$ cat config.mk
export PLATFORM = sky130hd
export DESIGN_NAME = acf_axil_cmd_master
export DESIGN_NICKNAME = d
export VERILOG_FILES = /design/src/rtl/acf_axil_cmd_master.sv
export SDC_FILE = /design/constraint.sdc
export NUM_CORES = 1
export LEC_CHECK = 0
export CAP_MARGIN = 25
export CORE_UTILIZATION = 23
export CTS_BUF_LIST = sky130_fd_sc_hd__clkbuf_4 sky130_fd_sc_hd__clkbuf_8 sky130_fd_sc_hd__clkbuf_16
export CTS_CLUSTER_DIAMETER = 30
export DETAILED_ROUTE_END_ITERATION = 8
export SYNTH_ARGS = -nofsm -noshare
export SYNTH_HDL_FRONTEND = slang
export SYNTH_SLANG_ARGS = --single-unit
export TNS_END_PERCENT = 1
$ cat constraint.sdc
create_clock -name m00_axi_aclk -period 4.6 [get_ports m00_axi_aclk]
set_input_delay 0.92 -clock m00_axi_aclk [delete_from_list [all_inputs] [get_ports m00_axi_aclk]]
set_output_delay 0.92 -clock m00_axi_aclk [all_outputs]
set_load 0.01 [all_outputs]
$ cat src/rtl/acf_axil_cmd_master.sv
// AXI4-Lite master: one command in, one single-beat AXI-Lite transaction out,
// one response back with data, xRESP and bus latency.
module acf_axil_cmd_master #(
    parameter int          ADDR_W = 32,
    parameter int          DATA_W = 32,
    parameter logic [2:0]  PROT   = 3'b000,
    parameter int          CYC_W  = 16
) (
    input  logic                  m00_axi_aclk,
    input  logic                  m00_axi_aresetn,

    input  logic                  cmd_valid,
    output logic                  cmd_ready,
    input  logic                  cmd_write,
    input  logic [ADDR_W-1:0]     cmd_addr,
    input  logic [DATA_W-1:0]     cmd_wdata,
    input  logic [DATA_W/8-1:0]   cmd_wstrb,

    output logic                  rsp_valid,
    input  logic                  rsp_ready,
    output logic                  rsp_write,
    output logic [DATA_W-1:0]     rsp_rdata,
    output logic [1:0]            rsp_resp,
    output logic [CYC_W-1:0]      rsp_cycles,

    output logic [ADDR_W-1:0]     m00_axi_awaddr,
    output logic [2:0]            m00_axi_awprot,
    output logic                  m00_axi_awvalid,
    input  logic                  m00_axi_awready,

    output logic [DATA_W-1:0]     m00_axi_wdata,
    output logic [DATA_W/8-1:0]   m00_axi_wstrb,
    output logic                  m00_axi_wvalid,
    input  logic                  m00_axi_wready,

    input  logic [1:0]            m00_axi_bresp,
    input  logic                  m00_axi_bvalid,
    output logic                  m00_axi_bready,

    output logic [ADDR_W-1:0]     m00_axi_araddr,
    output logic [2:0]            m00_axi_arprot,
    output logic                  m00_axi_arvalid,
    input  logic                  m00_axi_arready,

    input  logic [DATA_W-1:0]     m00_axi_rdata,
    input  logic [1:0]            m00_axi_rresp,
    input  logic                  m00_axi_rvalid,
    output logic                  m00_axi_rready
);

    localparam int STRB_W = DATA_W / 8;

    typedef enum logic [2:0] {
        IDLE,
        WR,
        WR_B,
        RD_A,
        RD_D,
        RSP
    } state_t;

    state_t              state;
    logic                write_q;
    logic [ADDR_W-1:0]   addr_q;
    logic [DATA_W-1:0]   wdata_q;
    logic [STRB_W-1:0]   wstrb_q;
    logic                aw_done;
    logic                w_done;

    logic aw_hs;
    logic w_hs;
    logic b_hs;
    logic ar_hs;
    logic r_hs;
    logic on_bus;
    logic cyc_max;

    assign aw_hs   = m00_axi_awvalid & m00_axi_awready;
    assign w_hs    = m00_axi_wvalid & m00_axi_wready;
    assign b_hs    = m00_axi_bvalid & m00_axi_bready;
    assign ar_hs   = m00_axi_arvalid & m00_axi_arready;
    assign r_hs    = m00_axi_rvalid & m00_axi_rready;
    assign on_bus  = (state == WR) || (state == WR_B) ||
                     (state == RD_A) || (state == RD_D);
    assign cyc_max = &rsp_cycles;

    assign cmd_ready      = (state == IDLE);
    assign rsp_write      = write_q;
    assign m00_axi_awaddr = addr_q;
    assign m00_axi_araddr = addr_q;
    assign m00_axi_wdata  = wdata_q;
    assign m00_axi_wstrb  = wstrb_q;
    assign m00_axi_awprot = PROT;
    assign m00_axi_arprot = PROT;

    always_ff @(posedge m00_axi_aclk or negedge m00_axi_aresetn) begin
        if (!m00_axi_aresetn) begin
            state           <= IDLE;
            write_q         <= 1'b0;
            addr_q          <= '0;
            wdata_q         <= '0;
            wstrb_q         <= '0;
            aw_done         <= 1'b0;
            w_done          <= 1'b0;
            m00_axi_awvalid <= 1'b0;
            m00_axi_wvalid  <= 1'b0;
            m00_axi_bready  <= 1'b0;
            m00_axi_arvalid <= 1'b0;
            m00_axi_rready  <= 1'b0;
            rsp_valid       <= 1'b0;
            rsp_rdata       <= '0;
            rsp_resp        <= 2'b00;
            rsp_cycles      <= '0;
        end else begin
            // latency counts every clock the bus is busy, saturating
            if (on_bus && !cyc_max) begin
                rsp_cycles <= rsp_cycles + 1'b1;
            end
            unique case (state)
                IDLE: begin
                    if (cmd_valid) begin
                        write_q    <= cmd_write;
                        addr_q     <= cmd_addr;
                        wdata_q    <= cmd_wdata;
                        wstrb_q    <= cmd_wstrb;
                        aw_done    <= 1'b0;
                        w_done     <= 1'b0;
                        rsp_cycles <= '0;
                        if (cmd_write) begin
                            m00_axi_awvalid <= 1'b1;
                            m00_axi_wvalid  <= 1'b1;
                            state           <= WR;
                        end else begin
                            m00_axi_arvalid <= 1'b1;
                            state           <= RD_A;
                        end
                    end
                end
                WR: begin
                    if (aw_hs) begin
                        aw_done         <= 1'b1;
                        m00_axi_awvalid <= 1'b0;
                    end
                    if (w_hs) begin
                        w_done         <= 1'b1;
                        m00_axi_wvalid <= 1'b0;
                    end
                    if ((aw_done || aw_hs) && (w_done || w_hs)) begin
                        m00_axi_bready <= 1'b1;
                        state          <= WR_B;
                    end
                end
                WR_B: begin
                    if (b_hs) begin
                        rsp_resp       <= m00_axi_bresp;
                        rsp_rdata      <= '0;
                        m00_axi_bready <= 1'b0;
                        rsp_valid      <= 1'b1;
                        state          <= RSP;
                    end
                end
                RD_A: begin
                    if (ar_hs) begin
                        m00_axi_arvalid <= 1'b0;
                        m00_axi_rready  <= 1'b1;
                        state           <= RD_D;
                    end
                end
                RD_D: begin
                    if (r_hs) begin
                        rsp_rdata      <= m00_axi_rdata;
                        rsp_resp       <= m00_axi_rresp;
                        m00_axi_rready <= 1'b0;
                        rsp_valid      <= 1'b1;
                        state          <= RSP;
                    end
                end
                RSP: begin
                    if (rsp_ready) begin
                        rsp_valid <= 1'b0;
                        state     <= IDLE;
                    end
                end
                default: state <= IDLE;
            endcase
        end
    end

endmodule

### Word level (Yosys, flattened, before mapping)

Cells that the tools add are included.

| operators by class | value |
|---|---|
| equal/unequal tests | 15 |
| reduce and logical (&&, ||, !) cells | 27 |
| bitwise gates (word level) | 5 |
| mux-type cells | 42 |
| $add $sub $neg | 1 |

Operators by type and width:

| kind | count |
|---|---|
| 32-bit 2-to-1 mux | 2 |
| 32-bit one-hot mux with 2 select lines | 1 |
| 16-bit 2-to-1 mux | 3 |
| 3-bit 2-to-1 mux | 6 |
| 3-bit one-hot mux with 6 select lines | 1 |
| 1-bit 2-to-1 mux | 17 |
| 16-bit by 1-bit adder with 16-bit output (second input constant) | 1 |
| 2-bit inequality test (second input constant) | 8 |
| 16-bit AND reduction | 1 |
| 4-bit AND reduction | 4 |
| 3-bit AND reduction | 5 |
| 1-bit one-hot mux with 2 select lines | 7 |
| 2-bit nonzero test | 5 |
| 3-bit by 2-bit equality test with 1-bit output (second input constant) | 2 |
| 3-bit equality test (second input constant) | 2 |
| 2-bit 2-to-1 mux | 3 |
| 6-bit AND reduction | 1 |
| 1-bit bitwise AND | 5 |
| 1-bit logical OR | 5 |
| 2-bit by 1-bit inequality test with 1-bit output (second input constant) | 2 |
| 2-bit one-hot mux with 2 select lines | 1 |
| 3-bit by 1-bit equality test with 1-bit output (second input constant) | 1 |
| 3-bit zero test | 1 |
| 1-bit one-hot mux with 3 select lines | 1 |
| other kinds (4) | 5 |

| word-level totals | value |
|---|---|
| word-level logic and storage cells | 106 |
| input port bits | 114 |
| register bits | 130 |

### Depth between registers and ports, before layout

Gate-level depths: netlist (run 1).

| logic depth | value |
|---|---|
| depth after elaboration | 8 |
| mapped depth | 9 |

### Least setup slack after synthesis (run 1)

Ideal clock, no wire load.

| timing path | value |
|---|---|
| path type | input port to flip-flop |
| start | input port m00_axi_bvalid |
| end | register state[0] |
| required time | 4475 ps |
| data arrival time | 1958 ps |
| setup slack | 2518 ps |
| library setup time | 125 ps |
| cell stages on the path | 4 |
| cells stage by stage | nand2_1 a32o_1 nor3_1 mux2_2 |

| between the ends | value |
|---|---|
| longest elaborated chain between the ends | 3 |

RTL lines:

| what | line | RTL |
|---|---|---|
| start: declaration | 37 | `input logic m00_axi_bvalid,` |
| 1-bit bitwise AND | 80 | `assign b_hs = m00_axi_bvalid & m00_axi_bready;` |
| 2-bit inequality test (no source line) | -- |  |
| 6-bit AND reduction (no source line) | -- |  |
| end signal: assignment | 98 | `state <= IDLE;` |
| end signal: assignment | 132 | `state <= WR;` |
| end signal: assignment | 135 | `state <= RD_A;` |
| end: declaration | 62 | `state_t state;` |

Every way passes these cells.
A chain may end at the register's enable or synchronous reset.

### Worst setup path in the final report (run 1)

| timing path | value |
|---|---|
| start | register state[0] |
| end | output port cmd_ready |

| between the ends | value |
|---|---|
| longest elaborated chain between the ends | 1 |

RTL lines:

| what | line | RTL |
|---|---|---|
| 3-bit zero test | 87 | `assign cmd_ready = (state == IDLE);` |
| end: declaration | 13 | `output logic cmd_ready,` |

Every way passes these cells.

==> impl_metrics.csv, run 1 <==
group,metric,value,unit
clocking,number_of_buffers_added_by_the_clock_tree_synthesis_step,17,
route,antenna_left,0,
clocking,clk_latency,0.42,ns
power_and_ir_drop,total_power,0.00268,W
worst_setup_path,worst_ep_arrival_time,2.11,ns
cells_and_area,final_nets,980,
worst_setup_path,worst-endpoint-required,3.68,ns
logic_synthesis,asyncSetResetFlopFracSynth,1.00,
global_route,global_route.usage.total,0.136,
logic_synthesis,synth_cells,633,
clocking,clock_path_buffers,2,
clocking,cts-hold-fix-buffers,0,
hold_path,min-delay-path-class,"register to register",
sta,rsz0062_at_grt,"no",
power_and_ir_drop,power.leakage,4.24,nW
clocking,clock_tree.htree_level_count,4,
cells_and_area,antennaDiodeCount,0,
route,routed_wire_length_per_instance,13.7,µm
route,detail_route.wirelength,16500,µm
cells_and_area,final_std_cell_area_no_fill,9020,µm²
place,place_area,8400,µm²
sta,finalSetupViolCount,0,
route,drc_errors,0,
global_route,grt_max_degree,69,
sta,timing.fmax,0.330,GHz
global_route,globalRoute.totalOverflow,0,
cells_and_area,areaGrowthSynthToFinish,59.6,%
job,maxCapViolations,0,
place,detailedPlacementHpwl,11300,µm
global_route,grt_first_pass_wirelength,27200,µm
floorplanning,die_area,25200,µm²
floorplanning,fp-row-count,57,
logic_synthesis,syn-mean-instance-area,8.93,µm²
worst_setup_path,crit_chain,"or3_1 > inv_1 > clkdlybuf4s50_1",
route,drt_initial_violations,231,
worst_setup_path,slowest_delay,0.55,ns
cells_and_area,filler_cell_count,2430,
sta,setup_ws,1.57,ns
floorplanning,boundaryPins,278,
worst_setup_path,worst_setup_path_start_kind,"register",
floorplanning,core-area,24200,µm²
worst_setup_path,crit_path_max_fanout,14,
logic_synthesis,synth-edff-count,0,
sta,final.period_utilization,0.659,
cells_and_area,layout.cells.most_common_list,"nand2_1, clkdlybuf4s50_1, dfrtp_1",
floorplanning,floorplan.die.height,159,µm
worst_setup_path,reg2reg_slack,2.15,ns
place,place_congestion,0.727,
sta,setup-tns-final,0,ns
floorplanning,chipWidth,159,µm
sta,timing.hold.ws,0.471,ns
clocking,cts.repair_timing.setup_buffer_count,0,
power_and_ir_drop,pwr_density_cell,297,nW/µm²
logic_synthesis,proportion_of_synthesized_chip_area_in_sequential_cells,0.575,
worst_setup_path,cpMaxStageDelayCell,"clkdlybuf4s50_1",
worst_setup_path,worstSetupPathType,"register to primary output",
sta,max-slew-margin-rel,0.487,
global_route,grt_antenna_before_repair,1,
sta,timing.final.crit_period,3.03,ns
status,outcome,"complete, no violations",
sta,timing.final.hold_violations,0,
worst_setup_path,crit_path_end_kind,"primary output",
logic_synthesis,yosys_warnings,0,
route,dr.pass1.iters,4,
sta,slew_violations,0,
logic_synthesis,cell_area_synth,5650,µm²
cells_and_area,drive_gt1_frac,0.0569,
clocking,clk_root_buffer_cell,"clkbuf_16",
logic_synthesis,ys_ff_latch,130,
floorplanning,floorplan.initialDensity,0.234,
cells_and_area,layout.cells.most_common,"nand2_1",
clocking,cts.reportedPaths.clkPinSlew,0.06,ns
sta,slew_at_the_pin_closest_to_its_max_slew_limit,0.764,ns
sta,timing.clock.skew,0.0188,ns
clocking,clock_sinks,130,
logic_synthesis,netlist-cell-type-count,43,
clocking,postCtsResizedCells,0,
place,place_worst_setup_slack,1.66,ns
logic_synthesis,dominantRegCellSynth,"dfrtp_1",
global_route,grt_pass1_vias,5071,
place,portBuffers,271,
power_and_ir_drop,vdd.ir_drop.worst,160,µV
clocking,cts_tree,"built",
route,routed-via-count,4979,
route,avgViaCountPerCell,4.14,
-- worst max-delay path: cells and delay by family, from the launching register on --
family                 cells  cell delay (ns)
and+or+nand+nor            1             0.48
buffers and inverters      2             0.69
DFF                        1             0.53
-- cell type report --
class	instances	area, µm²	share of cell area
clock buffers	19	440	0.0488
well taps	324	405	0.0449
multi-input cells	434	1960	0.217
clock inverters	13	161	0.0179
inverters	5	18.8	0.00208
flip-flops and latches	130	3250	0.361
repair buffers	277	2780	0.309
-- power breakdown --
group	internal (W)	leakage [nW]	switching [W]
registers	0.00114	1.72	0.000000516
logic	0.0000896	2.23	0.0000453
clock network	0.000864	0.286	0.000532
-- path summary, 6_finish.rpt --
kind / to / start / cells past startpoint
max in group asynchronous: rsp_rdata[28] / m00_axi_aresetn / 2
hold / removal: m00_axi_wdata[26] / m00_axi_wdata[26] / 2
hold reg to reg: m00_axi_wdata[26] / m00_axi_wdata[26] / 2
min in group asynchronous: m00_axi_araddr[15] / m00_axi_aresetn / 1
setup reg to reg: w_done / state[0] / 5
setup / recovery: cmd_ready / state[0] / 3
-- Yosys cell counts, types with 2 or more instances --
library cell | count | area (µm²)
inv_1 | 5 | 18.8
nor3_1 | 8 | 40.0
nor2_1 | 19 | 71.3
a32o_1 | 3 | 30.0
nand2_1 | 297 | 1110
dfrtp_1 | 130 | 3250
and3_1 | 2 | 12.5
or2_2 | 2 | 12.5
a21oi_1 | 9 | 45.0
clkbuf_1 | 10 | 37.5
o21ai_1 | 20 | 100
nand4_1 | 5 | 31.3
buf_4 | 38 | 285
buf_2 | 14 | 70.1
xnor2_1 | 9 | 78.8
clkbuf_2 | 2 | 10.0
buf_6 | 4 | 45.0
nor4_1 | 2 | 12.5
mux2i_1 | 7 | 70.1
mux2_2 | 2 | 22.5
o21ai_0 | 19 | 95.1
nand3_1 | 5 | 25.0
-- state kept, by name (all words and copies together) (netlist names), 2 cells and up --
signal,flops
m00_axi_araddr,32
m00_axi_wdata,32
rsp_rdata,32
rsp_cycles,16
m00_axi_wstrb,4
state,3
rsp_resp,2
-- kinds of logic after synthesis --
logic type	synth area share
buf+inv	0.0832
mux	0.0164
fa+ha+maj	0.00221
flops	0.575
other cells	0.000663
compound gates	0.0587
xor+xnor	0.0139
simple gates	0.249
-- per-layer routing --
layer  part of all wire  track usage  wire length, µm  vias to the layer above
li1                   -            -                -                     2440
met1               0.44        0.168             7290                     2336
met2               0.47        0.220             7700                      189
met3              0.078       0.0478             1290                       12
met4             0.0099       0.0424              163                        2
met5            0.00079            0               13                        -
-- stage by stage --
step | util | std cells
after global routing | 0.373 | 1202
after floorplan | - | 638
after detailed placement | 0.347 | 1169
final | 0.373 | 1202
after CTS | 0.372 | 1201
after global placement | 0.347 | 1169
(Power assumes the default switching activity.)
==> inputs of run 2 (changes only) <==
- clock period: 4.6 -> 3 ns (I/O delays scaled with it)
==> run 2 against run 1 <==
Sequential share of layout area down 0.42 points. Core utilization rose by 0.43 points. Wire length fell by 1.8%. Non-clock buffer count up 3. Via count down 1.0%. Sequential cell count stayed put. Worst setup slack worse by 1.2 ns. Critical path depth is the same. Die area unchanged. Worst hold slack got worse by 0.33 ns. Total power up 63%.
==> impl_metrics.csv, run 2 (synthesis gave the netlist of run 1 again) <==
group,metric,value,unit
worst_setup_path,worst-endpoint-required,2.40,ns
floorplanning,floorplan.die.height,159,µm
floorplanning,die_area,25200,µm²
clocking,postCtsResizedCells,0,
route,detail_route.wirelength,16200,µm
place,portBuffers,271,
job,maxCapViolations,0,
worst_setup_path,cpMaxStageDelayCell,"clkdlybuf4s50_1",
worst_setup_path,crit_chain,"or3_1 > inv_1 > clkdlybuf4s50_1",
sta,setup-tns-final,0,ns
route,drt_initial_violations,192,
worst_setup_path,worst_setup_path_start_kind,"register",
sta,timing.clock.skew,0.00740,ns
cells_and_area,final_nets,983,
cells_and_area,areaGrowthSynthToFinish,61.4,%
worst_setup_path,reg2reg_slack,0.89,ns
worst_setup_path,rr_worst_depth,6,
sta,max-slew-margin-rel,0.485,
clocking,clk_root_buffer_cell,"clkbuf_16",
worst_setup_path,regToRegEndpoint,"rsp_cycles[3]",
sta,final.period_utilization,0.878,
sta,slew_violations,0,
route,routed-via-count,4927,
power_and_ir_drop,pwr_density_cell,477,nW/µm²
worst_setup_path,cp_num_buf_inv,2,
global_route,grt_antenna_before_repair,0,
sta,timing.final.hold_violations,0,
route,drc_errors,0,
worst_setup_path,r2r_start,"rsp_cycles[0]",
sta,slew_at_the_pin_closest_to_its_max_slew_limit,0.767,ns
clocking,cts.reportedPaths.clkPinSlew,0.06,ns
route,antenna_left,0,
power_and_ir_drop,vdd.ir_drop.worst,317,µV
clocking,clock_sinks,130,
power_and_ir_drop,power.leakage,4.30,nW
worst_setup_path,crit_path_end_kind,"primary output",
hold_path,min-delay-path-class,"input port to asynchronous set/reset pin",
sta,timing.fmax,0.380,GHz
worst_setup_path,worstSetupPathType,"register to primary output",
floorplanning,chipWidth,159,µm
sta,setup_ws,0.366,ns
floorplanning,fp-row-count,57,
route,dr.pass1.iters,4,
global_route,globalRoute.totalOverflow,0,
floorplanning,floorplan.initialDensity,0.234,
sta,finalSetupViolCount,0,
route,avgViaCountPerCell,4.09,
cells_and_area,drive_gt1_frac,0.0591,
sta,timing.final.crit_period,2.63,ns
clocking,clock_tree.htree_level_count,4,
cells_and_area,layout.cells.most_common_list,"nand2_1, clkdlybuf4s50_1, dfrtp_1",
clocking,cts_tree,"built",
global_route,grt_pass1_vias,4961,
clocking,clk_latency,0.41,ns
worst_setup_path,slowest_delay,0.56,ns
place,detailedPlacementHpwl,11200,µm
clocking,clock_path_buffers,2,
clocking,cts.repair_timing.setup_buffer_count,0,
place,place_congestion,0.753,
worst_setup_path,cp_top_family,"buffers and inverters",
place,place_worst_setup_slack,0.676,ns
route,routed_wire_length_per_instance,13.4,µm
global_route,global_route.usage.total,0.132,
status,outcome,"complete, no violations",
cells_and_area,layout.cells.most_common,"nand2_1",
floorplanning,core-area,24200,µm²
global_route,grt_max_degree,69,
clocking,cts-hold-fix-buffers,0,
global_route,grt_first_pass_wirelength,26500,µm
worst_setup_path,crit_path_max_fanout,12,
clocking,number_of_buffers_added_by_the_clock_tree_synthesis_step,17,
worst_setup_path,timing.critical_path.depth,3,
cells_and_area,antennaDiodeCount,0,
sta,rsz0062_at_grt,"no",
worst_setup_path,worst_ep_arrival_time,2.03,ns
floorplanning,boundaryPins,278,
[run 2: worst max path at each step]
stage	from	end	slack, ns
2_1_floorplan	state[2]	state[0]	1.15
3_3_place_gp	m00_axi_bvalid	state[0]	0.66
3_5_place_dp	m00_axi_bvalid	state[0]	0.68
4_1_cts	state[1]	cmd_ready	0.33
5_1_grt	state[1]	cmd_ready	0.28
6_report	state[1]	cmd_ready	0.37
[run 2: routing by layer]
metal / share of wire / vias up / global-route usage
met4: 0.0059 / 0 / 0.0278
met2: 0.47 / 190 / 0.218
met3: 0.083 / 5 / 0.0564
li1: - / 2440 / -
met5: 0 / - / 0
met1: 0.44 / 2292 / 0.159
[run 2: cell type report]
class                      instances  area, µm²
clock inverter                    13        233
tap                              324        405
sequential                       130       3250
multi-input combinational        434       1960
timing repair buffer             280       2820
inverter                           5       18.8
clock buffer                      18        439
fill                            2424      15100
[run 2: metrics by stage]
stage          total power (W)  utilization  cell area, µm²  hold slack, ns  instances
6_report               0.00435        0.377            9130           0.141       1204
5_1_grt                0.00452        0.377            9130           0.177       1204
4_1_cts                0.00444        0.377            9130           0.151       1204
3_5_place_dp           0.00200        0.350            8450           0.461       1173
3_3_place_gp           0.00200        0.350            8450           0.457       1173
2_1_floorplan          0.00181            -            5670           0.304        638
[run 2: power breakdown]
part / switching (W) / internal (W) / total [W]
Sequential: 0.000000797 / 0.00176 / 0.00176
Clock: 0.000803 / 0.00158 / 0.00238
Combinational: 0.0000699 / 0.000139 / 0.000209
==> inputs of run 3 (changes only) <==
- CELL_PAD_IN_SITES_DETAIL_PLACEMENT: not set -> 1
- CELL_PAD_IN_SITES_GLOBAL_PLACEMENT: not set -> 1
- CTS_BUF_LIST: sky130_fd_sc_hd__clkbuf_4 sky130_fd_sc_hd__clkbuf_8 sky130_fd_sc_hd__clkbuf_16 -> sky130_fd_sc_hd__clkbuf_2
- PLACE_DENSITY_LB_ADDON: not set -> 0.1
- SETUP_SLACK_MARGIN: not set -> 0.2
==> run 3 against run 2 <==
Combinational power is essentially flat. Sequential cell count did not move. Register-to-register slack worse by 0.13 ns. Critical path type unchanged. Highest routed layer is now met5.
==> impl_metrics.csv, run 3 (synthesis gave the netlist of run 1 again) <==
group,metric,value,unit
worst_setup_path,timing.critical_path.from,"state[0]",
floorplanning,floorplan.initialDensity,0.234,
power_and_ir_drop,netSwitchingFraction,0.246,
cells_and_area,layout.cells.most_common_list,"nand2_1, clkdlybuf4s50_1, dfrtp_1",
route,detail_route.wirelength,18300,µm
worst_setup_path,worstSetupPathType,"register to primary output",
sta,rsz0062_at_grt,"no",
route,drt_initial_violations,199,
sta,timing.final.hold_violations,0,
sta,timing.hold.ws,0.391,ns
power_and_ir_drop,vdd.ir_drop.worst,175,µV
worst_setup_path,crit_chain,"or3_1 > inv_1 > dlygate4sd2_1",
worst_setup_path,crit_path_end_kind,"primary output",
sta,timing.clock.skew,0.0401,ns
worst_setup_path,worst-endpoint-required,2.40,ns
route,routed-via-count,5085,
sta,timing.final.crit_period,2.53,ns
route,drc_errors,0,
clocking,clk_latency,0.70,ns
status,outcome,"complete, no violations",
clocking,clock_tree.htree_level_count,4,
cells_and_area,areaGrowthSynthToFinish,54.6,%
global_route,grt_util_met3,0.0536,
clocking,number_of_buffers_added_by_the_clock_tree_synthesis_step,17,
route,antenna_left,0,
worst_setup_path,crit_path_max_fanout,3,
cells_and_area,filler_cell_count,2762,
place,place_worst_setup_slack,0.334,ns
place,place_congestion,0.730,
job,maxCapViolations,0,
clocking,cts_tree,"built",
route,routed_wire_length_per_instance,15.1,µm
global_route,grt_pass1_vias,5455,
hold_path,hold_start,"cmd_wdata[19]",
cells_and_area,final_nets,984,
cells_and_area,layout.cells.most_common,"nand2_1",
floorplanning,chipWidth,159,µm
worst_setup_path,worst_setup_path_start_kind,"register",
sta,final.period_utilization,0.843,
sta,slew_at_the_pin_closest_to_its_max_slew_limit,0.847,ns
floorplanning,floorplan.die.height,159,µm
place,portBuffers,271,
power_and_ir_drop,seq_power_share,0.563,
floorplanning,die_area,25200,µm²
floorplanning,boundaryPins,278,
route,dr.pass1.iters,5,
power_and_ir_drop,power_frac_comb,0.068,
sta,slew_violations,0,
power_and_ir_drop,power_report.internal_total,0.00235,W
cells_and_area,drive_gt1_frac,0.0602,
worst_setup_path,cpMaxStageDelayCell,"or3_1",
clocking,clk_root_buffer_cell,"clkbuf_2",
worst_setup_path,slowest_delay,0.43,ns
worst_setup_path,worst_ep_arrival_time,1.93,ns
power_and_ir_drop,power.leakage,4.13,nW
route,avgViaCountPerCell,4.21,
global_route,global_route.peak_usage_layer,"met2",
global_route,grt_max_degree,69,
sta,setup_ws,0.470,ns
floorplanning,core-area,24200,µm²
worst_setup_path,r2r_start,"rsp_cycles[0]",
global_route,grt_first_pass_wirelength,29500,µm
global_route,globalRoute.totalOverflow,0,
floorplanning,fp-row-count,57,
sta,setup-tns-final,0,ns
sta,finalSetupViolCount,0,
global_route,grt_antenna_before_repair,3,
clocking,clock_path_buffers,2,
place,detailedPlacementHpwl,13200,µm
global_route,global_route.usage.total,0.149,
global_route,groute.layer.met2.usage,0.250,
sta,max-slew-margin-rel,0.430,
clocking,cts.reportedPaths.clkPinSlew,0.23,ns
power_and_ir_drop,p_sw,0.000768,W
power_and_ir_drop,pwr-share-clk,0.370,
power_and_ir_drop,pwr_density_cell,357,nW/µm²
clocking,clock_sinks,130,
global_route,globalRouteMet1Util,0.175,
sta,timing.fmax,0.395,GHz
hold_path,min-delay-path-class,"input port to register",
==> run 3: cell types whose count changed in the layout (fill, tap and decap cells not counted), moves of 2 or more <==
cell / change
bufinv_16: -3
clkbuf_16: -17
clkbuf_2: +17
clkinvlp_4: +2
dfrtp_1: -2
dfrtp_2: +2
diode_2: +3
==> run 3: what timing repair did <==
item / in CTS / in global routing
hold buffers: 1 / 0
buffers inserted: 2 / 0
setup endpoints to repair: 1 / 0
hold endpoints to repair: 61 / 0
gates resized for setup: 3 / 0
==> run 3: critical path: cells and delay by family, from the launching register on <==
kind | cells | cell delay (ns)
AND/OR/NAND/NOR | 1 | 0.43
buffers and inverters | 2 | 0.41
flip-flops | 1 | 0.42
==> run 3: path summary, 6_finish.rpt <==
check / cells past startpoint / slack [ns] / to
max: 3 / 0.47 / cmd_ready
min: 3 / 0.39 / m00_axi_wdata[19]
max reg2reg: 6 / 0.76 / rsp_cycles[3]
min reg2reg: 2 / 0.50 / m00_axi_wdata[8]
max in group asynchronous: 3 / 1.79 / m00_axi_wdata[22]
min in group asynchronous: 2 / 0.43 / m00_axi_araddr[6]
==> run 3: power groups by stage <==
stage,Sequential (W),Combinational [W],Clock (W)
after global placement,0.00179,0.000213,0
after floorplan,0.00179,0.0000211,0
after CTS,0.00176,0.000217,0.00124
final,0.00176,0.000211,0.00115
after detailed placement,0.00179,0.000215,0
after global routing,0.00176,0.000231,0.00130
==> run 3: through the flow <==
| step | instance area (µm²) | total power, W | util | std cells |
|---|---|---|---|---|
| CTS | 8710 | 0.00321 | 0.360 | 1203 |
| floorplan | 5670 | 0.00181 | - | 638 |
| finish | 8740 | 0.00312 | 0.362 | 1207 |
| global placement | 8430 | 0.00200 | 0.349 | 1170 |
| global route | 8740 | 0.00329 | 0.361 | 1206 |
| detailed placement | 8430 | 0.00200 | 0.349 | 1170 |
==> run 3: layout make-up <==
type                       count  area [µm²]  area share
clock inverter                13         163      0.0186
multi-input combinational    434        1960       0.224
timing repair buffer         281        2850       0.326
inverter                       5        18.8     0.00215
clock buffer                  17        85.1     0.00973
sequential                   130        3260       0.372
tap                          324         405      0.0464
antenna                        3        7.51    0.000859
==> run 3: routing by layer <==
layer  vias to the layer above  part of all wire
met5                         -           0.00071
met4                         2             0.013
met3                        16             0.075
met2                       155              0.50
met1                      2466              0.41
li1                       2446                 -
